[src/rtl/full_adder_if.sv]
// rtl/full_adder_if.sv - operand/result bundle for full_adder
// carry_cnt is present only when FULL_ADDER_STATS_EN is defined.
interface full_adder_if #(
  parameter int WIDTH = 1,
  parameter int CNT_W = 8
);
  logic [WIDTH-1:0] a;
  logic [WIDTH-1:0] b;
  logic             c;
  logic             in_valid;
  logic [WIDTH-1:0] sum;
  logic             carry;
  logic [WIDTH-1:0] sum_q;
  logic             carry_q;
  logic             out_valid;
`ifdef FULL_ADDER_STATS_EN
  logic [CNT_W-1:0] carry_cnt;
`endif

`ifdef FULL_ADDER_STATS_EN
  modport master (
    output a, b, c, in_valid,
    input  sum, carry, sum_q, carry_q, out_valid, carry_cnt
  );
  modport slave (
    input  a, b, c, in_valid,
    output sum, carry, sum_q, carry_q, out_valid, carry_cnt
  );
`else
  modport master (
    output a, b, c, in_valid,
    input  sum, carry, sum_q, carry_q, out_valid
  );
  modport slave (
    input  a, b, c, in_valid,
    output sum, carry, sum_q, carry_q, out_valid
  );
`endif
endinterface

[src/rtl/full_adder.sv]
// rtl/full_adder.sv - ripple-carry adder with combinational and registered results
// Optional saturating carry-event counter enabled by FULL_ADDER_STATS_EN.
module full_adder #(
  parameter int WIDTH = 1,
  parameter int CNT_W = 8
) (
  input logic        clk,
  input logic        rst,
  full_adder_if.slave bus
);

  logic [WIDTH:0]   cy;
  logic [WIDTH-1:0] s;
  logic [WIDTH-1:0] sum_r;
  logic             carry_r;
  logic             valid_r;

  // Ripple chain of 1-bit cells; in_valid never enters this path.
  assign cy[0] = bus.c;
  for (genvar i = 0; i < WIDTH; i++) begin : g_cell
    assign s[i]    = bus.a[i] ^ bus.b[i] ^ cy[i];
    assign cy[i+1] = (bus.a[i] & bus.b[i]) | (bus.a[i] & cy[i]) | (bus.b[i] & cy[i]);
  end

  assign bus.sum   = s;
  assign bus.carry = cy[WIDTH];

  always_ff @(posedge clk) begin
    if (rst) begin
      sum_r   <= '0;
      carry_r <= 1'b0;
      valid_r <= 1'b0;
    end else begin
      valid_r <= bus.in_valid;
      if (bus.in_valid) begin
        sum_r   <= s;
        carry_r <= cy[WIDTH];
      end
    end
  end

  assign bus.sum_q     = sum_r;
  assign bus.carry_q   = carry_r;
  assign bus.out_valid = valid_r;

`ifdef FULL_ADDER_STATS_EN
  logic [CNT_W-1:0] cnt;

  // Saturates at all-ones rather than wrapping.
  always_ff @(posedge clk) begin
    if (rst) begin
      cnt <= '0;
    end else if (bus.in_valid && cy[WIDTH] && (cnt != {CNT_W{1'b1}})) begin
      cnt <= cnt + 1'b1;
    end
  end

  assign bus.carry_cnt = cnt;
`endif

endmodule

[src/flat_wrapper.sv]
// flat-port wrapper written by rule: the top's interface ports become plain ports
module full_adder_flat 
#(
  parameter int WIDTH = 1,
  parameter int CNT_W = 8
)
  (clk, rst, bus_a, bus_b, bus_c, bus_in_valid, bus_sum, bus_carry, bus_sum_q, bus_carry_q, bus_out_valid);
  full_adder_if #(.WIDTH(WIDTH), .CNT_W(CNT_W)) bus_i ();
  input logic clk;
  input logic rst;
  input wire logic [$bits(bus_i.a)-1:0] bus_a;
  input wire logic [$bits(bus_i.b)-1:0] bus_b;
  input wire logic [$bits(bus_i.c)-1:0] bus_c;
  input wire logic [$bits(bus_i.in_valid)-1:0] bus_in_valid;
  output wire logic [$bits(bus_i.sum)-1:0] bus_sum;
  output wire logic [$bits(bus_i.carry)-1:0] bus_carry;
  output wire logic [$bits(bus_i.sum_q)-1:0] bus_sum_q;
  output wire logic [$bits(bus_i.carry_q)-1:0] bus_carry_q;
  output wire logic [$bits(bus_i.out_valid)-1:0] bus_out_valid;
  assign bus_i.a = bus_a;
  assign bus_i.b = bus_b;
  assign bus_i.c = bus_c;
  assign bus_i.in_valid = bus_in_valid;
  assign bus_sum = bus_i.sum;
  assign bus_carry = bus_i.carry;
  assign bus_sum_q = bus_i.sum_q;
  assign bus_carry_q = bus_i.carry_q;
  assign bus_out_valid = bus_i.out_valid;
  full_adder #(.WIDTH(WIDTH), .CNT_W(CNT_W)) u_core (.clk(clk), .rst(rst), .bus(bus_i));
endmodule
[config.mk]
export PLATFORM = sky130hd
export DESIGN_NAME = full_adder_flat
export DESIGN_NICKNAME = d
export VERILOG_FILES = /design/src/rtl/full_adder_if.sv /design/src/rtl/full_adder.sv /design/src/flat_wrapper.sv
export SDC_FILE = /design/constraint.sdc
export NUM_CORES = 1
export LEC_CHECK = 0
export BUFFER_PORTS_ARGS = -buffer_cell sky130_fd_sc_hd__buf_4
export CORE_AREA = 2 2 39 41
export CTS_BUF_LIST = sky130_fd_sc_hd__clkbuf_4
export CTS_CLUSTER_SIZE = 30
export DETAILED_ROUTE_END_ITERATION = 7
export DIE_AREA = 0 0 41 43
export PLACE_DENSITY = 0.38
export RECOVER_POWER = 100
export SLEW_MARGIN = 30
export SYNTH_ARGS = -nofsm -noshare
export SYNTH_HDL_FRONTEND = slang
export SYNTH_SLANG_ARGS = --single-unit
[constraint.sdc]
create_clock -name clk -period 1.1 [get_ports clk]
set_clock_uncertainty 0.15 [all_clocks]
set_input_delay 0.22 -clock clk [delete_from_list [all_inputs] [get_ports clk]]
set_output_delay 0.22 -clock clk [all_outputs]
set_load 0.02 [all_outputs]
# Yosys cells after proc, flatten, opt, wreduce, memory -nomap -nowiden
# Index checks and enable logic that the tools add are counted.
totals:
  word_cells: 10
  reg_bits: 3
  inputBits: 6
op_classes:
  bitwise_logic: 7
op_table:
  columns: ["op", "count"]
  rows:
  - ["AND 1 bit", 3]
  - ["OR 1 bit", 2]
  - ["XOR 1 bit", 2]

# Depth between registers and ports, before layout
# Gate-level depths: netlist of run 1.
depth:
  word_depth: 3
  mapped_depth: 3
  depth_no_buf: 3

# Worst setup path before layout of run 1
# Ideal clock, no wire load.
synth_path:
  kind: "in2reg"
  start: "input port bus_c"
  end: "register u_core.sum_r (netlist: u_core.bus.sum_q)"
  path_buffers: 0
  setup_slack_ns: -0.179
  stages: 3
  arrival_ns: 1.014
  setup_ns: 0.115
  path_cell_list: "fa_1 mux2i_1 nor2_1"
synth_between:
  elab_chain_len: 1
synth_rtl:
  columns: ["item", "line", "source"]
  rows:
  - ["start: declaration", "flat_wrapper.sv:13", "input wire logic [$bits(bus_i.c)-1:0] bus_c;"]
  - ["XOR 1 bit", "full_adder.sv:21", "assign s[i] = bus.a[i] ^ bus.b[i] ^ cy[i];"]
  - ["end signal: assignment", "full_adder.sv:36", "sum_r <= s;"]
  - ["end: declaration", "full_adder.sv:14", "logic [WIDTH-1:0] sum_r;"]
# Every way passes these cells.
# A chain may end at the register's enable or synchronous reset.

# Worst setup path in the final report of run 1
layout_path:
  start: "input port bus_a"
  end: "output port bus_sum"
layout_between:
  elab_chain_len: 2
layout_rtl:
  columns: ["item", "line", "source"]
  rows:
  - ["start: declaration", "flat_wrapper.sv:11", "input wire logic [$bits(bus_i.a)-1:0] bus_a;"]
  - ["XOR 1 bit (2 in a row)", "full_adder.sv:21", null]
  - ["end: declaration", "flat_wrapper.sv:15", "output wire logic [$bits(bus_i.sum)-1:0] bus_sum;"]
# Every way passes these cells.

==> impl_results.html, run 1 <==
<table>
<tr><th>Metric</th><th>Value</th></tr>
<tr><th colspan="2">Run status</th></tr>
<tr><td>Status</td><td>finished, violations left</td></tr>
<tr><td>Violated checks</td><td>negative setup slack</td></tr>
<tr><th colspan="2">Floorplan</th></tr>
<tr><td>Effective utilization at floorplan</td><td>8.23%</td></tr>
<tr><td>Die Height</td><td>43 um</td></tr>
<tr><td>Site row count</td><td>14</td></tr>
<tr><td>Num ports</td><td>11</td></tr>
<tr><td>Area inside the core boundary</td><td>1380 um2</td></tr>
<tr><td>Die Wd</td><td>41 um</td></tr>
<tr><td>Area of the die</td><td>1760 um2</td></tr>
<tr><th colspan="2">Detailed routing</th></tr>
<tr><td>Routed wirelength normalized by instance count</td><td>7.98 um</td></tr>
<tr><td>Number of DRC violations after detailed-routing iteration 0</td><td>0</td></tr>
<tr><td>Number of vias after detailed routing</td><td>124</td></tr>
<tr><td>Number of antenna-violating nets in the routed design</td><td>0</td></tr>
<tr><td>Wirelength, routed</td><td>327 um</td></tr>
<tr><td>Vias/cell</td><td>3.02</td></tr>
<tr><td>DRT Pass-1 Iters</td><td>1</td></tr>
<tr><td>Post-route DRC</td><td>0</td></tr>
<tr><th colspan="2">Cells and area</th></tr>
<tr><td>Fraction of layout cells with a size suffix above 1</td><td>64.0%</td></tr>
<tr><td>Area growth from synthesis to final layout</td><td>140%</td></tr>
<tr><td>Antenna Diode Count</td><td>0</td></tr>
<tr><td>Most frequent standard cell in the layout excluding fill and tap cells</td><td>sky130_fd_sc_hd__buf_6</td></tr>
<tr><td>Most frequent cells in the layout</td><td>sky130_fd_sc_hd__buf_6 (5), sky130_fd_sc_hd__clkbuf_4 (4), sky130_fd_sc_hd__buf_4 (4)</td></tr>
<tr><td>Core Util, Final</td><td>19.7%</td></tr>
<tr><td>Area of the multi-input gates</td><td>56.3 um2</td></tr>
<tr><td>Number of nets in the finished design</td><td>33</td></tr>
<tr><td>Count of fill cells added during filler insertion</td><td>159</td></tr>
<tr><td>Final instance count without filler cells</td><td>41</td></tr>
<tr><td>Register Area</td><td>61.3 um2</td></tr>
<tr><th colspan="2">Global route</th></tr>
<tr><td>Total global-route track usage</td><td>5.62%</td></tr>
<tr><td>Leftover overflow at the end of global routing</td><td>0</td></tr>
<tr><td>Antenna violations before repair</td><td>0</td></tr>
<tr><td>Largest net degree at the start of global routing</td><td>4</td></tr>
<tr><td>Global-route wire length before repair</td><td>593 um</td></tr>
<tr><td>Vias in the first global route</td><td>154</td></tr>
<tr><th colspan="2">Clock network</th></tr>
<tr><td>Worst-path clk slew</td><td>0.04 ns</td></tr>
<tr><td>CTS buffer count</td><td>3</td></tr>
<tr><td>H-tree levels</td><td>1</td></tr>
<tr><td>CTS tree</td><td>done</td></tr>
<tr><td>Root cell of the clock tree</td><td>sky130_fd_sc_hd__clkbuf_4</td></tr>
<tr><td>Source-to-sink clock delay at the later pin of the worst-skew pair</td><td>0.23 ns</td></tr>
<tr><td>CTS max path bufs</td><td>2</td></tr>
<tr><td>Clock tree sinks</td><td>3</td></tr>
<tr><th colspan="2">Logic synthesis</th></tr>
<tr><td>Post-synthesis average cell area</td><td>12.7 um2</td></tr>
<tr><td>Post-synthesis net count</td><td>16</td></tr>
<tr><td>Netlist area before placement</td><td>114 um2</td></tr>
<tr><td>Sequential cell area fraction in the yosys report</td><td>52.7%</td></tr>
<tr><td>Number of synthesized register bits</td><td>3</td></tr>
<tr><td>Count of distinct cell types in the synthesized netlist</td><td>5</td></tr>
<tr><td>Synth Instances</td><td>9</td></tr>
<tr><td>Ys Warns</td><td>0</td></tr>
<tr><th colspan="2">Power and ir drop</th></tr>
<tr><td>Switching power share of the total</td><td>23.9%</td></tr>
<tr><td>Worst IR drop on VDD</td><td>0.425 mV</td></tr>
<tr><td>Clock power share</td><td>49.2%</td></tr>
<tr><td>Net Switching</td><td>105 uW</td></tr>
<tr><td>Power share of the sequential group</td><td>27.8%</td></tr>
<tr><td>Pwr dens</td><td>1610 nW/um2</td></tr>
<tr><td>Reported leakage power</td><td>0.127 nW</td></tr>
<tr><td>Proportion of power drawn by combinational gates</td><td>23.0%</td></tr>
<tr><td>Int Power</td><td>335 uW</td></tr>
<tr><th colspan="2">Setup path</th></tr>
<tr><td>Maximum net fanout on the critical path</td><td>2</td></tr>
<tr><td>CP startpoint kind</td><td>primary input</td></tr>
<tr><td>Nature of the critical path endpoint</td><td>output pin</td></tr>
<tr><td>Class of the most critical setup path</td><td>in2out</td></tr>
<tr><td>Endpoint required time on the critical path</td><td>0.73 ns</td></tr>
<tr><td>Data arrival time of the critical path</td><td>1.02 ns</td></tr>
<tr><th colspan="2">STA</th></tr>
<tr><td>Final Max Tran Viols</td><td>0</td></tr>
<tr><td>Slew margin rel.</td><td>91.9%</td></tr>
<tr><td>Max Clk Rate</td><td>0.719 GHz</td></tr>
<tr><td>Final-layout setup total negative slack</td><td>-0.399 ns</td></tr>
<tr><td>Unrepaired setup endpoints after global routing</td><td>true</td></tr>
<tr><td>Minimum setup slack in the final design</td><td>-0.290 ns</td></tr>
<tr><td>Worst hold slack</td><td>0.0932 ns</td></tr>
<tr><td>Post-route clock period utilization</td><td>126%</td></tr>
<tr><td>Count of final hold-check violations</td><td>0</td></tr>
<tr><td>Final setup fails</td><td>2</td></tr>
<tr><td>Actual slew at the worst max-slew pin</td><td>0.118 ns</td></tr>
<tr><td>Tmin final</td><td>1.39 ns</td></tr>
<tr><th colspan="2">Placement</th></tr>
<tr><td>Gp weighted congestion</td><td>0.570</td></tr>
<tr><td>Number of I/O port buffers</td><td>10</td></tr>
<tr><td>Post-Place Worst Slack</td><td>-0.326 ns</td></tr>
<tr><td>Cell Count Post-Placement</td><td>35</td></tr>
<tr><th colspan="2">Flow run</th></tr>
<tr><td>Number of maximum-capacitance violations</td><td>0</td></tr>
<tr><th colspan="2">Min path</th></tr>
<tr><td>Type of the most critical hold path</td><td>in2reg</td></tr>
</table>
## kinds of logic (layout without fill, tap and decap cells)
kind of cell / Yosys count / in the layout / share of synthesized area (%)
adder cells (fa/ha/maj): 1 / 1 / 17.6
buffers and inverters: 0 / 16 / 0
flip-flops: 3 / 3 / 52.7
multiplexers: 2 / 2 / 17.6
AND/OR/NAND/NOR: 3 / 3 / 12.1
## registers in the layout (all words and copies together) (netlist names)
signal                cells
u_core.bus.carry_q        1
u_core.bus.out_valid      1
u_core.bus.sum_q          1
## critical path, stage by stage
cell	delay [ns]
sky130_fd_sc_hd__buf_6	0.09
sky130_fd_sc_hd__fa_2	0.58
sky130_fd_sc_hd__buf_6	0.12
## worst paths after layout
check / startpoint / endpoint / slack (ns) / cells past startpoint
min reg2reg: u_core.bus.sum_q / u_core.bus.sum_q / 0.34 / 2
max: bus_a / bus_sum / -0.29 / 3
min: bus_in_valid / u_core.bus.out_valid / 0.09 / 2
max reg2reg: u_core.bus.carry_q / u_core.bus.carry_q / 0.35 / 2
## Yosys cell counts
cell type,count,share of area [%]
sky130_fd_sc_hd__dfxtp_1,3,53
sky130_fd_sc_hd__fa_1,1,18
sky130_fd_sc_hd__mux2i_1,2,18
sky130_fd_sc_hd__nor2_1,2,6.6
sky130_fd_sc_hd__nor2b_1,1,5.5
## power by group through the flow
stage                     clock network (mW)  registers (mW)  logic, mW
after floorplan                            0           0.132     0.0339
after global placement                     0           0.123     0.0845
after detailed placement                   0           0.123     0.0861
after CTS                              0.228           0.122      0.102
after global routing                   0.232           0.123      0.112
final                                  0.217           0.122      0.101
## per-layer routing
metal  wire length [um]  GRT usage, %  part of all wire (%)
met3                 79          3.66                    24
met1                122          5.47                    37
met5                  0             0                     0
met2                126          7.19                    39
met4                  0          6.00                     0
## timing repair
item	4_1_cts	5_1_grt
endpoints found under the setup margin	2	4
pin swaps	1	0
gates resized for setup	3	5
hold endpoints to repair	1	0
hold buffers	1	0
buffers inserted	1	0
## cell type report
cell class / instances / area share (%)
multi-input combinational: 6 / 20.6
timing repair buffer: 12 / 38.5
clock buffer: 4 / 11.0
tap: 16 / 7.34
sequential: 3 / 22.5
## through the flow
step | power (mW) | cell area [um2]
5_1_grt | 0.467 | 273
3_3_place_gp | 0.207 | 211
2_1_floorplan | 0.166 | 116
3_5_place_dp | 0.210 | 211
6_report | 0.440 | 273
4_1_cts | 0.451 | 270
No activity file was read; power rests on OpenSTA's default activity.
==> inputs of run 2 (changes only) <==
- MAX_ROUTING_LAYER: default -> met4
- PLACE_DENSITY: 0.38 -> 0.33
==> run 2 against run 1 <==
- the run still ends with negative setup slack left
- maximum frequency is 0.16% higher
- global-route usage is 0.45 points higher
- combinational power is 6% higher
- final cell count is 2.4% higher
- cell area is 3.2% higher
- die area stayed put
- sequential cell count stayed put
- critical path depth stayed put
- utilization is 0.63 points higher
- clock power hardly changed
- critical path type unchanged
- non-clock buffer count is 1 higher
- first-iteration DRC count is 1 higher
==> impl_results.html, run 2 (same netlist as run 1, synthesis figures left out) <==
<table>
<tr><th>Metric</th><th>Value</th></tr>
<tr><th colspan="2">Run status</th></tr>
<tr><td>Status</td><td>finished, violations left</td></tr>
<tr><td>Violated checks</td><td>negative setup slack</td></tr>
<tr><th colspan="2">Setup path</th></tr>
<tr><td>Maximum net fanout on the critical path</td><td>2</td></tr>
<tr><td>Cell repeated most along the worst path</td><td>sky130_fd_sc_hd__buf_6</td></tr>
<tr><td>Class of the most critical setup path</td><td>in2out</td></tr>
<tr><td>Endpoint required time on the critical path</td><td>0.73 ns</td></tr>
<tr><td>Number of buffers and inverters on the critical path</td><td>2</td></tr>
<tr><td>Maximum single-stage delay on the critical path</td><td>0.58 ns</td></tr>
<tr><td>Nature of the critical path endpoint</td><td>output pin</td></tr>
<tr><td>R2R depth</td><td>2</td></tr>
<tr><td>Data arrival time of the critical path</td><td>1.02 ns</td></tr>
<tr><td>Chain of cells forming the critical path</td><td>buf_6, fa_2, buf_6</td></tr>
<tr><td>Reg2Reg Setup Slack</td><td>0.36 ns</td></tr>
<tr><td>Worst reg2reg path startpoint</td><td>u_core.bus.sum_q</td></tr>
<tr><td>Family with the most delay on the worst path</td><td>adder cells</td></tr>
<tr><td>CP startpoint kind</td><td>primary input</td></tr>
<tr><td>Critical-path cell with the highest stage delay</td><td>sky130_fd_sc_hd__fa_2</td></tr>
<tr><td>Critical register-to-register path endpoint</td><td>u_core.bus.sum_q</td></tr>
<tr><th colspan="2">Cells and area</th></tr>
<tr><td>Register Area</td><td>62.6 um2</td></tr>
<tr><td>Final design area excluding fillers</td><td>282 um2</td></tr>
<tr><td>Number of nets in the finished design</td><td>34</td></tr>
<tr><td>Count of fill cells added during filler insertion</td><td>163</td></tr>
<tr><td>Fraction of layout cells with a size suffix above 1</td><td>69.2%</td></tr>
<tr><td>Area growth from synthesis to final layout</td><td>147%</td></tr>
<tr><td>Final instance count without filler cells</td><td>42</td></tr>
<tr><td>Most frequent cells in the layout</td><td>sky130_fd_sc_hd__buf_6 (5), sky130_fd_sc_hd__buf_4 (5), sky130_fd_sc_hd__clkbuf_4 (4)</td></tr>
<tr><td>Antenna Diode Count</td><td>0</td></tr>
<tr><td>Area of the multi-input gates</td><td>56.3 um2</td></tr>
<tr><th colspan="2">Placement</th></tr>
<tr><td>Gp weighted congestion</td><td>0.570</td></tr>
<tr><td>Number of I/O port buffers</td><td>10</td></tr>
<tr><td>Area after detailed placement</td><td>211 um2</td></tr>
<tr><td>Cell Count Post-Placement</td><td>35</td></tr>
<tr><th colspan="2">Power and ir drop</th></tr>
<tr><td>Reported leakage power</td><td>0.133 nW</td></tr>
<tr><td>Overall power after layout</td><td>444 uW</td></tr>
<tr><td>Int Power</td><td>339 uW</td></tr>
<tr><td>Switching power share of the total</td><td>23.7%</td></tr>
<tr><td>Net Switching</td><td>105 uW</td></tr>
<tr><td>Clock power share</td><td>48.3%</td></tr>
<tr><td>Worst IR drop on VDD</td><td>0.331 mV</td></tr>
<tr><td>Pwr dens</td><td>1580 nW/um2</td></tr>
<tr><td>Proportion of power drawn by combinational gates</td><td>24.1%</td></tr>
<tr><td>Power share of the sequential group</td><td>27.6%</td></tr>
<tr><th colspan="2">Floorplan</th></tr>
<tr><td>Die Wd</td><td>41 um</td></tr>
<tr><td>Num ports</td><td>11</td></tr>
<tr><td>Site row count</td><td>14</td></tr>
<tr><td>Area inside the core boundary</td><td>1380 um2</td></tr>
<tr><td>Area of the die</td><td>1760 um2</td></tr>
<tr><td>Die Height</td><td>43 um</td></tr>
<tr><td>Effective utilization at floorplan</td><td>8.23%</td></tr>
<tr><th colspan="2">Clock network</th></tr>
<tr><td>CTS max path bufs</td><td>2</td></tr>
<tr><td>H-tree levels</td><td>1</td></tr>
<tr><td>Root cell of the clock tree</td><td>sky130_fd_sc_hd__clkbuf_4</td></tr>
<tr><td>Source-to-sink clock delay at the later pin of the worst-skew pair</td><td>0.23 ns</td></tr>
<tr><td>Worst-path clk slew</td><td>0.04 ns</td></tr>
<tr><td>CTS buffer count</td><td>3</td></tr>
<tr><td>CTS tree</td><td>done</td></tr>
<tr><td>Clock tree sinks</td><td>3</td></tr>
<tr><th colspan="2">Global route</th></tr>
<tr><td>Global-route wire length before repair</td><td>593 um</td></tr>
<tr><td>Leftover overflow at the end of global routing</td><td>0</td></tr>
<tr><td>Antenna violations before repair</td><td>0</td></tr>
<tr><td>Total global-route track usage</td><td>6.08%</td></tr>
<tr><td>Largest net degree at the start of global routing</td><td>4</td></tr>
<tr><td>Vias in the first global route</td><td>137</td></tr>
<tr><th colspan="2">STA</th></tr>
<tr><td>Slew margin rel.</td><td>91.7%</td></tr>
<tr><td>Max Clk Rate</td><td>0.720 GHz</td></tr>
<tr><td>Final-layout setup total negative slack</td><td>-0.478 ns</td></tr>
<tr><td>Post-route clock period utilization</td><td>126%</td></tr>
<tr><td>Worst hold slack</td><td>0.0904 ns</td></tr>
<tr><td>Tmin final</td><td>1.39 ns</td></tr>
<tr><td>Unrepaired setup endpoints after global routing</td><td>true</td></tr>
<tr><td>Final Max Tran Viols</td><td>0</td></tr>
<tr><td>Actual slew at the worst max-slew pin</td><td>0.121 ns</td></tr>
<tr><td>Minimum setup slack in the final design</td><td>-0.288 ns</td></tr>
<tr><td>Final setup fails</td><td>3</td></tr>
<tr><td>Count of final hold-check violations</td><td>0</td></tr>
<tr><th colspan="2">Detailed routing</th></tr>
<tr><td>Vias/cell</td><td>3.07</td></tr>
<tr><td>Number of DRC violations after detailed-routing iteration 0</td><td>1</td></tr>
<tr><td>Number of vias after detailed routing</td><td>129</td></tr>
<tr><td>DRT Pass-1 Iters</td><td>2</td></tr>
<tr><td>Routed wirelength normalized by instance count</td><td>8.45 um</td></tr>
<tr><td>Wirelength, routed</td><td>355 um</td></tr>
<tr><td>Post-route DRC</td><td>0</td></tr>
<tr><td>Number of antenna-violating nets in the routed design</td><td>0</td></tr>
<tr><th colspan="2">Flow run</th></tr>
<tr><td>Number of maximum-capacitance violations</td><td>0</td></tr>
<tr><th colspan="2">Min path</th></tr>
<tr><td>Hold path cells</td><td>2</td></tr>
<tr><td>Min-delay src</td><td>bus_in_valid</td></tr>
<tr><td>Type of the most critical hold path</td><td>in2reg</td></tr>
<tr><td>Endpoint of the worst hold-timing path</td><td>u_core.bus.out_valid</td></tr>
</table>
## run 2: cell count changes in the layout (fill, tap and decap cells not counted)
cell / change
sky130_fd_sc_hd__dfxtp_2: +1
sky130_fd_sc_hd__dfxtp_1: -1
sky130_fd_sc_hd__buf_4: +1
## run 2: per-stage QoR
| stage | setup WS [ns] | utilization (%) |
|---|---|---|
| 3_3_place_gp | -0.308 | 15.3 |
| 5_1_grt | -0.309 | 20.3 |
| 2_1_floorplan | -0.118 | - |
| 4_1_cts | -0.285 | 18.8 |
| 6_report | -0.288 | 20.3 |
| 3_5_place_dp | -0.321 | 15.3 |
## run 2: area by class of cell
cell class	count	share of cell area (%)
timing repair buffer	13	40.0
sequential	3	22.2
multi-input combinational	6	20.0
clock buffer	4	10.7
tap	16	7.11
## run 2: how the worst max path moves through the flow
| stage | to | cells after the start | start | slack, ns |
|---|---|---|---|---|
| finish | bus_sum | 3 | bus_a | -0.29 |
| detailed placement | bus_sum | 3 | bus_c | -0.32 |
| global placement | bus_sum | 3 | bus_c | -0.31 |
| floorplan | u_core.bus.sum_q | 3 | bus_c | -0.12 |
| global route | bus_sum | 3 | bus_a | -0.31 |
| CTS | bus_sum | 3 | bus_a | -0.29 |
## run 2: power groups by stage
| stage | Sequential, mW | Clock [mW] | Combinational, mW |
|---|---|---|---|
| after floorplan | 0.132 | 0 | 0.0339 |
| after global placement | 0.123 | 0 | 0.0846 |
| after detailed placement | 0.123 | 0 | 0.0867 |
| after CTS | 0.121 | 0.229 | 0.0994 |
| after global routing | 0.124 | 0.245 | 0.116 |
| final | 0.123 | 0.215 | 0.107 |
## run 2: repair_timing
item                                    in CTS  in global routing
hold buffers                                 0                  1
cloned                                       0                  0
endpoints found under the setup margin       2                  4
buffers inserted                             1                  1
endpoints found under the hold margin        0                  2
resized for setup                            3                  5
pin swaps                                    1                  0
## run 2: worst reg2reg max path, cell delays in order (launching register included)
cell                      delay [ns]
sky130_fd_sc_hd__dfxtp_2        0.31
sky130_fd_sc_hd__mux2i_1        0.12
sky130_fd_sc_hd__nor2_1         0.05
## run 2: metal layers
| layer | vias up | wire length, um | part of all wire [%] | GRT usage, % |
|---|---|---|---|---|
| met5 | - | 0 | 0 | - |
| met4 | 0 | 0 | 0 | 6.00 |
| met3 | 0 | 50 | 14 | 6.28 |
| met2 | 11 | 124 | 35 | 5.63 |
| met1 | 55 | 180 | 51 | 6.45 |
| li1 | 63 | - | - | - |
==> inputs of run 3 (changes only) <==
- PLACE_DENSITY: 0.33 -> 0.3
==> run 3 against run 2 <==
- the run still ends with negative setup slack left
- sequential power hardly changed
- worst hold slack worse by 0.080 ns
- maximum frequency is 0.42% higher
- cell area is 6.7% lower
- highest routed layer unchanged
- critical path depth stayed put
- via count is 5.4% lower
==> impl_results.html, run 3 (same netlist as run 1, synthesis figures left out) <==
<table>
<tr><th>Metric</th><th>Value</th></tr>
<tr><th colspan="2">Setup path</th></tr>
<tr><td>R2R depth</td><td>2</td></tr>
<tr><td>CP startpoint kind</td><td>primary input</td></tr>
<tr><td>Worst reg2reg path startpoint</td><td>u_core.bus.carry_q</td></tr>
<tr><td>Data arrival time of the critical path</td><td>1.01 ns</td></tr>
<tr><td>Reg2Reg Setup Slack</td><td>0.35 ns</td></tr>
<tr><td>Nature of the critical path endpoint</td><td>output pin</td></tr>
<tr><td>Endpoint required time on the critical path</td><td>0.73 ns</td></tr>
<tr><td>Maximum net fanout on the critical path</td><td>2</td></tr>
<tr><td>Critical register-to-register path endpoint</td><td>u_core.bus.carry_q</td></tr>
<tr><td>Class of the most critical setup path</td><td>in2out</td></tr>
<tr><th colspan="2">STA</th></tr>
<tr><td>Max Clk Rate</td><td>0.723 GHz</td></tr>
<tr><td>Post-route clock period utilization</td><td>126%</td></tr>
<tr><td>Final Max Tran Viols</td><td>0</td></tr>
<tr><td>Unrepaired setup endpoints after global routing</td><td>true</td></tr>
<tr><td>Final-layout setup total negative slack</td><td>-0.387 ns</td></tr>
<tr><td>Actual slew at the worst max-slew pin</td><td>0.181 ns</td></tr>
<tr><td>Final setup fails</td><td>2</td></tr>
<tr><td>Count of final hold-check violations</td><td>0</td></tr>
<tr><td>Tmin final</td><td>1.38 ns</td></tr>
<tr><td>Minimum setup slack in the final design</td><td>-0.282 ns</td></tr>
<tr><td>Slew margin rel.</td><td>87.9%</td></tr>
<tr><th colspan="2">Clock network</th></tr>
<tr><td>H-tree levels</td><td>1</td></tr>
<tr><td>Worst-path clk slew</td><td>0.04 ns</td></tr>
<tr><td>Source-to-sink clock delay at the later pin of the worst-skew pair</td><td>0.23 ns</td></tr>
<tr><td>Root cell of the clock tree</td><td>sky130_fd_sc_hd__clkbuf_4</td></tr>
<tr><td>CTS buffer count</td><td>3</td></tr>
<tr><td>CTS max path bufs</td><td>2</td></tr>
<tr><td>Clock tree sinks</td><td>3</td></tr>
<tr><td>CTS tree</td><td>done</td></tr>
<tr><th colspan="2">Detailed routing</th></tr>
<tr><td>Vias/cell</td><td>3.05</td></tr>
<tr><td>Number of vias after detailed routing</td><td>122</td></tr>
<tr><td>Number of antenna-violating nets in the routed design</td><td>0</td></tr>
<tr><td>DRT Pass-1 Iters</td><td>1</td></tr>
<tr><td>Post-route DRC</td><td>0</td></tr>
<tr><td>Number of DRC violations after detailed-routing iteration 0</td><td>0</td></tr>
<tr><td>Wirelength, routed</td><td>317 um</td></tr>
<tr><td>Routed wirelength normalized by instance count</td><td>7.93 um</td></tr>
<tr><th colspan="2">Global route</th></tr>
<tr><td>Total global-route track usage</td><td>4.93%</td></tr>
<tr><td>Largest net degree at the start of global routing</td><td>4</td></tr>
<tr><td>Vias in the first global route</td><td>113</td></tr>
<tr><td>Leftover overflow at the end of global routing</td><td>0</td></tr>
<tr><td>Antenna violations before repair</td><td>0</td></tr>
<tr><td>Global-route wire length before repair</td><td>462 um</td></tr>
<tr><th colspan="2">Placement</th></tr>
<tr><td>Cell Count Post-Placement</td><td>35</td></tr>
<tr><td>Number of I/O port buffers</td><td>10</td></tr>
<tr><td>Gp weighted congestion</td><td>0.554</td></tr>
<tr><th colspan="2">Cells and area</th></tr>
<tr><td>Fraction of layout cells with a size suffix above 1</td><td>66.7%</td></tr>
<tr><td>Number of nets in the finished design</td><td>32</td></tr>
<tr><td>Final instance count without filler cells</td><td>40</td></tr>
<tr><td>Area growth from synthesis to final layout</td><td>131%</td></tr>
<tr><td>Most frequent cells in the layout</td><td>sky130_fd_sc_hd__clkbuf_4 (5), sky130_fd_sc_hd__buf_6 (5), sky130_fd_sc_hd__buf_4 (3)</td></tr>
<tr><td>Antenna Diode Count</td><td>0</td></tr>
<tr><th colspan="2">Run status</th></tr>
<tr><td>Status</td><td>finished, violations left</td></tr>
<tr><td>Violated checks</td><td>negative setup slack</td></tr>
<tr><th colspan="2">Power and ir drop</th></tr>
<tr><td>Worst IR drop on VDD</td><td>0.283 mV</td></tr>
<tr><td>Overall power after layout</td><td>437 uW</td></tr>
<tr><td>Reported leakage power</td><td>0.123 nW</td></tr>
<tr><td>Pwr dens</td><td>1660 nW/um2</td></tr>
<tr><th colspan="2">Min path</th></tr>
<tr><td>Type of the most critical hold path</td><td>in2reg</td></tr>
<tr><td>Min-delay src</td><td>rst</td></tr>
<tr><td>Hold path cells</td><td>2</td></tr>
<tr><td>Endpoint of the worst hold-timing path</td><td>u_core.bus.carry_q</td></tr>
<tr><th colspan="2">Floorplan</th></tr>
<tr><td>Site row count</td><td>14</td></tr>
<tr><td>Area inside the core boundary</td><td>1380 um2</td></tr>
<tr><td>Effective utilization at floorplan</td><td>8.23%</td></tr>
<tr><td>Num ports</td><td>11</td></tr>
<tr><td>Die Height</td><td>43 um</td></tr>
<tr><td>Die Wd</td><td>41 um</td></tr>
<tr><td>Area of the die</td><td>1760 um2</td></tr>
<tr><th colspan="2">Flow run</th></tr>
<tr><td>Number of maximum-capacitance violations</td><td>0</td></tr>
</table>
-- run 3: cell types whose count changed in the layout (fill, tap and decap cells not counted) --
cell	change
sky130_fd_sc_hd__buf_4	-2
sky130_fd_sc_hd__clkbuf_4	+1
sky130_fd_sc_hd__dfxtp_2	-1
sky130_fd_sc_hd__dlygate4sd3_1	-1
sky130_fd_sc_hd__dfxtp_1	+1
-- run 3: how the worst max path moves through the flow --
| stage | startpoint | to | slack, ns | cells after the start |
|---|---|---|---|---|
| floorplan | bus_c | u_core.bus.sum_q | -0.12 | 3 |
| global placement | bus_c | bus_sum | -0.32 | 3 |
| detailed placement | bus_c | bus_sum | -0.32 | 3 |
| CTS | bus_a | bus_sum | -0.29 | 3 |
| global route | bus_c | bus_sum | -0.30 | 3 |
| finish | bus_c | bus_sum | -0.28 | 3 |
-- run 3: report_power, final --
group	internal (mW)	leakage [nW]	switching, mW
logic	0.0532	0.0795	0.0439
registers	0.118	0.0252	0.00421
clock network	0.161	0.0184	0.0575
-- run 3: area by class of cell --
| cell class | count | area (um2) |
|---|---|---|
| Tap cell | 16 | 20.0 |
| Sequential cell | 3 | 61.3 |
| Fill cell | 159 | 1120 |
| Multi-Input combinational cell | 6 | 56.3 |
| Clock buffer | 4 | 30.0 |
| Timing Repair Buffer | 11 | 95.1 |
-- run 3: per-stage QoR --
step                setup slack (ns)  hold WS, ns  area (um2)  utilization [%]
finish                        -0.282       0.0108         263             19.0
global route                  -0.302      0.00825         263             19.0
CTS                           -0.289      0.00346         260             18.8
detailed placement            -0.322        0.256         211             15.3
global placement              -0.321        0.251         211             15.3
floorplan                     -0.118        0.142         116                -
-- run 3: metal layers --
metal / wire length (um) / vias to the layer above / track usage [%]
li1: - / 60 / -
met1: 147 / 51 / 5.45
met2: 107 / 11 / 4.06
met3: 62 / 0 / 4.71
met4: 0 / 0 / 6.00
met5: 0 / - / -
-- run 3: repair_timing --
item / in CTS / in global routing
endpoints found under the setup margin: 2 / 3
resized for setup: 3 / 3
hold buffers: 0 / 0
setup buffers: 1 / 0
pin swaps: 1 / 1
-- run 3: critical path: stages --
cell,delay [ns]
sky130_fd_sc_hd__buf_6,0.09
sky130_fd_sc_hd__fa_2,0.58
sky130_fd_sc_hd__buf_6,0.12
